### config.mk
export PLATFORM = sky130hd
export DESIGN_NAME = regfile_wb_arbiter
export DESIGN_NICKNAME = d
export VERILOG_FILES = /design/src/rtl/regfile_wb_arbiter.sv
export SDC_FILE = /design/constraint.sdc
export NUM_CORES = 1
export LEC_CHECK = 0
export ABC_CLOCK_PERIOD_IN_PS = 3000
export BUFFER_PORTS_ARGS = -buffer_cell sky130_fd_sc_hd__buf_4
export CORE_MARGIN = 2
export CORE_UTILIZATION = 55
export CTS_CLUSTER_SIZE = 14
export DETAILED_ROUTE_END_ITERATION = 8
export PLACE_DENSITY = 0.83
export RECOVER_POWER = 25
export SLEW_MARGIN = 20
export SYNTH_ARGS = -nofsm -noshare
export SYNTH_HDL_FRONTEND = slang
export SYNTH_SLANG_ARGS = --single-unit
### constraint.sdc
create_clock -name clk -period 3 [get_ports clk]
set_clock_uncertainty 0.2 [all_clocks]
set_input_delay 0.6 -clock clk [delete_from_list [all_inputs] [get_ports clk]]
set_output_delay 0.6 -clock clk [all_outputs]
set_load 0.03 [all_outputs]
### src/rtl/regfile_wb_arbiter.sv
// Write-side front end for the register file: merges ALU and load
// writebacks into the single write port and tracks outstanding writes.
module regfile_wb_arbiter #(
    parameter int DATA_W       = 32,
    parameter int ADDR_W       = 5,
    parameter int FIFO_DEPTH   = 4,
    parameter int STARVE_LIMIT = 3
) (
    input  logic                          clk,
    input  logic                          rst_n,
    input  logic                          alu_valid,
    output logic                          alu_ready,
    input  logic [ADDR_W-1:0]             alu_rd,
    input  logic [DATA_W-1:0]             alu_data,
    input  logic                          ld_valid,
    output logic                          ld_ready,
    input  logic [ADDR_W-1:0]             ld_rd,
    input  logic [DATA_W-1:0]             ld_data,
    input  logic                          issue_valid,
    input  logic [ADDR_W-1:0]             issue_rd,
    output logic                          rf_we3,
    output logic [ADDR_W-1:0]             rf_a3,
    output logic [DATA_W-1:0]             rf_wd3,
    output logic [2**ADDR_W-1:0]          busy_mask,
    output logic [$clog2(FIFO_DEPTH):0]   fifo_count
);

    localparam int PTR_W   = $clog2(FIFO_DEPTH);
    localparam int CNT_W   = PTR_W + 1;
    localparam int STALL_W = $clog2(STARVE_LIMIT + 1);
    localparam int NREG    = 2**ADDR_W;

    localparam logic [CNT_W-1:0]   FULL_CNT = CNT_W'(FIFO_DEPTH);
    localparam logic [STALL_W-1:0] STARVE_V = STALL_W'(STARVE_LIMIT);
    localparam logic [PTR_W-1:0]   PTR_ONE  = PTR_W'(1);
    localparam logic [CNT_W-1:0]   CNT_ONE  = CNT_W'(1);
    localparam logic [STALL_W-1:0] STL_ONE  = STALL_W'(1);

    typedef struct packed {
        logic [ADDR_W-1:0] rd;
        logic [DATA_W-1:0] data;
    } wb_t;

    wb_t               fifo_mem [FIFO_DEPTH];
    logic [PTR_W-1:0]  wr_ptr;
    logic [PTR_W-1:0]  rd_ptr;
    logic [STALL_W-1:0] stall_cnt;

    logic              fifo_empty;
    logic              starve;
    logic              alu_grant;
    logic              fifo_grant;
    logic              push;
    logic              pop;
    wb_t               win;
    logic [NREG-1:0]   busy_nxt;

    // Arbitration: the ALU normally yields to buffered loads, but wins
    // once it has been stalled STARVE_LIMIT cycles in a row.
    always_comb begin
        fifo_empty = (fifo_count == '0);
        starve     = (stall_cnt == STARVE_V);
        alu_grant  = alu_valid && (fifo_empty || starve);
        fifo_grant = !alu_grant && !fifo_empty;
        alu_ready  = alu_grant;
        ld_ready   = (fifo_count != FULL_CNT);
        push       = ld_valid && ld_ready;
        pop        = fifo_grant;
    end

    always_comb begin
        win = '0;
        unique case (1'b1)
            alu_grant:  win = '{rd: alu_rd, data: alu_data};
            fifo_grant: win = fifo_mem[rd_ptr];
            default:    win = '0;
        endcase
    end

    always_ff @(posedge clk) begin
        if (push) begin
            fifo_mem[wr_ptr] <= '{rd: ld_rd, data: ld_data};
        end
    end

    always_ff @(posedge clk) begin
        if (!rst_n) begin
            wr_ptr     <= '0;
            rd_ptr     <= '0;
            fifo_count <= '0;
        end else begin
            if (push) begin
                wr_ptr <= wr_ptr + PTR_ONE;
            end
            if (pop) begin
                rd_ptr <= rd_ptr + PTR_ONE;
            end
            unique case ({push, pop})
                2'b10:   fifo_count <= fifo_count + CNT_ONE;
                2'b01:   fifo_count <= fifo_count - CNT_ONE;
                default: fifo_count <= fifo_count;
            endcase
        end
    end

    always_ff @(posedge clk) begin
        if (!rst_n) begin
            stall_cnt <= '0;
        end else if (alu_valid && !alu_ready) begin
            if (!starve) begin
                stall_cnt <= stall_cnt + STL_ONE;
            end
        end else begin
            stall_cnt <= '0;
        end
    end

    // x0 grants complete the handshake but never reach the write port.
    always_ff @(posedge clk) begin
        if (!rst_n) begin
            rf_we3 <= 1'b0;
            rf_a3  <= '0;
            rf_wd3 <= '0;
        end else if ((alu_grant || fifo_grant) && (win.rd != '0)) begin
            rf_we3 <= 1'b1;
            rf_a3  <= win.rd;
            rf_wd3 <= win.data;
        end else begin
            rf_we3 <= 1'b0;
        end
    end

    // A new issue to the register being committed keeps it busy.
    always_comb begin
        busy_nxt = busy_mask;
        if (rf_we3) begin
            busy_nxt[rf_a3] = 1'b0;
        end
        if (issue_valid && (issue_rd != '0)) begin
            busy_nxt[issue_rd] = 1'b1;
        end
        busy_nxt[0] = 1'b0;
    end

    always_ff @(posedge clk) begin
        if (!rst_n) begin
            busy_mask <= '0;
        end else begin
            busy_mask <= busy_nxt;
        end
    end

endmodule

# [Word level (Yosys, flattened, before mapping)]
# Memory sizes are Yosys's and may differ from the RTL's. A register that Yosys moved wholly into a read port is not among the register bits.
# Cells that the tools add are included.
# Widths: inputs -> output; s select.
[word_totals] register_bits=79 latch_bits=0 ramBits=148 mem_bits_ro=0 inputBits=84 output_inout_bits=75 word_cells=56 memories=1
[memory_table] name="fifo_mem" words=4 width=37 read_ports=1 rd_ports_with_merged_regs=1 write_ports=1 line="44" source="wb_t fifo_mem [FIFO_DEPTH];"
[op_classes] n_addsub=5 multipliers=0 n_div=0 n_lt_le_gt_ge=4 eq_ne=4 shifts=0 mux=13 bitwise=3 n_reduce_logical=17
[op_table] cell="$pmux 37 s2" n=1
[op_table] cell="$mux 32" n=2
[op_table] cell="$and 32x32->32" n=1
[op_table] cell="$not 32->32" n=1
[op_table] cell="$or 32x32->32" n=1
[op_table] cell="$lt 5x6->1 const B" n=2
[op_table] cell="$demux 1 s5" n=2
[op_table] cell="$ge 5x1->1 const B" n=2
[op_table] cell="$reduce_bool 5->1" n=2
[op_table] cell="$logic_and 1x1->1" n=8
[op_table] cell="$add 2x1->2 const B" n=3
[op_table] cell="$pmux 3 s2" n=1
[op_table] cell="$mux 1" n=5
[op_table] cell="$eq 2x2->1 const B" n=2
[op_table] cell="$mux 2" n=2
[op_table] cell="$add 3x1->3 const B" n=1
[op_table] cell="$logic_not 3->1" n=1
[op_table] cell="$ne 3x3->1 const B" n=1
[op_table] cell="$sub 3x1->3 const B" n=1
[op_table] cell="$eq 2x1->1 const B" n=1
[op_table] cell="$logic_not 1->1" n=2
[op_table] cell="$logic_or 1x1->1" n=2
[op_table] cell="$reduce_and 2->1" n=1
[op_table] cell="$reduce_bool 2->1" n=1

# [Logic depth before layout (Yosys ltp)]
[depth] word_depth=9 mapped_depth=10

# [Worst setup path before layout]
# No wires, ideal clock.
[synth_timing] path_kind="flip-flop to flip-flop" start="register fifo_count[2]" end="register fifo_count[2]" setup_time_ps=76 arrival_ps=2483 required_ps=2724 setup_slack_ps=242 stages_incl_launch_ff=10 path_buffers=0 path_cell_list="dfxtp_1 -> nand3_1 -> and2_1 -> inv_1 -> ha_1 -> inv_1 -> fa_1 -> xor2_1 -> or3_1 -> a21boi_0"
[synth_via] elab_cells_between_ends=14 cone_classes="add/sub: 2; eq/ne: 3; mux: 1; reduce/logical: 8"
[synth_lines] item="from (decl)" line="25" source="output logic [$clog2(FIFO_DEPTH):0] fifo_count"
[synth_lines] item="from (signal assigned)" line="99" source="2'b10: fifo_count <= fifo_count + CNT_ONE;"
[synth_lines] item="from (signal assigned)" line="100" source="2'b01: fifo_count <= fifo_count - CNT_ONE;"
[synth_lines] item="from (signal assigned)" line="101" source="default: fifo_count <= fifo_count;"
[synth_lines] item="$ne 3x3->1 (*)" line="66" source="ld_ready = (fifo_count != FULL_CNT);"
[synth_lines] item="named net ld_ready" line="16" source="output logic ld_ready,"
[synth_lines] item="$logic_and 1x1->1 (*)" line="67" source="push = ld_valid && ld_ready;"
[synth_lines] item="$eq 2x1->1 / $eq 2x2->1 (equally long branches)" line="98" source="unique case ({push, pop})"
[synth_lines] item="$pmux 3 s2 / $reduce_bool 2->1 (equally long branches)"
# Mark *: on every way through the listed nets, which the timed path passes. The rest lies on a longest branch.
# A chain may end at the register's enable or synchronous reset.

# [Worst setup path after layout]
[layout_timing] start="register fifo_count[2]" end="output alu_ready"
[layout_via] elab_chain_cells=3
[layout_rtl] item="$logic_not 3->1" line="61" source="fifo_empty = (fifo_count == '0);"
[layout_rtl] item="$logic_or 1x1->1" line="63" source="alu_grant = alu_valid && (fifo_empty || starve);"
[layout_rtl] item="$logic_and 1x1->1" line="63"
[layout_rtl] item="to (decl)" line="12" source="output logic alu_ready,"
# Every way passes these cells.

==> metrics.txt <==
outcome=completed; post-route ant nets=0; ys flop type=edfxtp_1; Fmax=approximately 0.35 GHz; CORE AREA=around 16000 sq um; DR iter-0 viols=around 560; clock tree buffer depth=3; largest net degree at the start of global routing=83; Post-layout nets=between 800 and 900; antenna violations before repair=0; largest fanout on the critical path=14; Post-CTS Resized=0; unrepaired setup endpoints after global routing=no; VDD IR max=just under 0.6 mV; routed vias/inst=slightly above 6; worst path cell trace=nor3_1, o21a_1, buf_4, buf_4; Synth top area share=0.498; Post-Place Worst Slack=0.181 ns; P_leak=0.00414 uW; top cells by area, synth=edfxtp_1 50%, dfxtp_1 18%, mux4_2 9.3%; number of max-cap violations=0; CP Data Arrival Time=~2.1 ns; Cell variety after synth=36; top cells by count, synth=148 x edfxtp_1, 80 x dfxtp_1, 65 x o21ai_0; RePlAce Congestion=approximately 0.84; die width=about 130 microns; hold_ws=0.118 ns; FF+latch count, synth=~230; Crit-path slowest cell=nor3_1; final setup TNS=0 ns; critical path's top delay family=simple AND/OR/NAND/NOR gates; Area Overhead vs Synth=22.8%; I/O pins=159; gr usage total=0.248; final setup violation count=0; vias=5954; slowest stage delay, CP=around 0.52 ns; ant diodes=0; type of the worst min-delay path=in -> reg; Slew @ Worst Pin=around 0.79 ns; CTS Sinks=~230; vias in the first global route=6226; Post-CTS Repair Setup Buffers=0; Clk pin slew, worst setup/hold paths=about 0.06 ns; CTS H-tree depth=1; critical path type=reg -> out; synthesized cell area=approximately 9000 sq um; Num CTS Buffers=23; Max Transition Viols Final=0; most common cell in the synthesized netlist=edfxtp_1; Die Area=approximately 17000 sq um; Critical path buffers and inverters=2; GRT overflow=0; FP Rows=46; Root Buffer=clkbuf_16; Hold-fix buffers, CTS=0; pwr dens=965 nW/um^2; DRC=0; detailed placer's ending HPWL=roughly 14000 microns; final wirelength=~21000 microns; CP Data Required Time=approximately 2.2 ns; wire length per cell=about 22 microns; Placed Area=a little over 10000 sq um; Synth Instances=between 500 and 600; syn avg cell area=approximately 15 sq um; Setup WS post-layout=around 0.1 ns; layout cells sized above 1=0.287; EDFF count, synth=148; area leader, netlist=edfxtp_1; Final Hold Fails=0; sequential share of the synthesized area=0.677; drt first pass iters=5; Port Buffers=157; Initial Util=0.562; syn_nets=approximately 680; Worst Min Path Start=ld_data[31]; Syn. warnings=0; crit share post-route=0.966; CTS tree=yes; Worst Setup SP=fifo_count[2]; post-route minimum period=about 2.9 ns; final instance area=11000 sq um; CP endpoint kind=primary output; Fill cells=between 1000 and 1500; CP Launch Type=flip-flop; slew margin rel.=0.476; clock latency on the worst-skew pair=around 0.50 ns; first-pass GRT wire length=between 30000 and 40000 microns; asr flop ratio synth=0; Die Y-Extent=131 microns; most frequent CP cell=buf_4
-- placed cells by master (no fill, tap or decap), types with 3 or more instances in the layout --
cell | Yosys | layout
clkbuf_8 | 0 | 4
nand3b_1 | 4 | 4
ha_1 | 6 | 6
clkinv_2 | 0 | 3
a22o_1 | 6 | 6
clkbuf_16 | 0 | 25
o21ai_1 | 4 | 4
nand2_1 | 49 | 49
clkbuf_1 | 30 | 39
mux4_2 | 37 | 37
a22oi_1 | 32 | 32
and3_2 | 0 | 4
inv_1 | 7 | 7
nor2_1 | 6 | 6
dfxtp_1 | 80 | 78
xnor2_1 | 3 | 3
buf_4 | 1 | 141
o211a_1 | 32 | 32
o21ai_0 | 65 | 65
a21boi_0 | 33 | 33
or3_1 | 3 | 3
and2_1 | 8 | 8
edfxtp_1 | 148 | 148
nor3b_1 | 4 | 3
nand3_1 | 4 | 4
-- sequential cells by signal, summed over array words and instances (netlist names), named ones only --
name        count
busy_mask      31
fifo_count      3
fifo_mem      148
rd_ptr          2
rf_a3           5
rf_wd3         32
rf_we3          1
stall_cnt       2
wr_ptr          2
-- report_power, final --
group / switching [uW] / leakage [uW] / internal (uW)
clock: 1100 / 0.000363 / 1620
sequential: 280 / 0.00201 / 3820
combinational: 2220 / 0.00177 / 1530
total: 3600 / 0.00414 / 6970
-- layout make-up --
class                      instances  area [sq um]  share of cell area
sequential                       228          6050               0.552
timing repair buffer             174          1200               0.109
clock buffer                      37           712              0.0649
multi-input combinational        319          2690               0.245
clock inverter                     4          18.8             0.00171
tap                              216           270              0.0247
inverter                           7          26.3             0.00240
-- stage by stage --
step | instances | util | total power (uW)
final | 985 | 0.690 | 10600
after global routing | 985 | 0.690 | 11100
after CTS | 985 | 0.697 | 10600
after detailed placement | 944 | 0.651 | 7880
after global placement | 944 | 0.651 | 7670
after floorplan | 593 | - | 6690
-- per-layer routing --
layer	wire, microns	track usage
met5	0	0
met4	830	0.107
met3	1700	0.0448
met2	10800	0.417
met1	8150	0.318
-- final timing paths --
path,to,slack [ns],cells past startpoint
max,alu_ready,0.10,4
min,fifo_mem[2][31],0.12,1
max reg2reg,rf_wd3[7],0.16,6
min reg2reg,stall_cnt[0],0.24,1
-- logic make-up (layout without fill, tap and decap cells) --
kind of cell,after synthesis,after routing,synth area share
flip-flops,228,228,0.677
AO/OA/AOI/OAI,175,175,0.137
AND/OR/NAND/NOR,94,94,0.0521
buffers and inverters,46,222,0.0240
multiplexers,37,37,0.0933
adder cells (fa/ha/maj),7,7,0.0107
XOR/XNOR,5,5,0.00491
other,1,1,0.000420
Note: power is estimated with default switching activity, not from simulation.
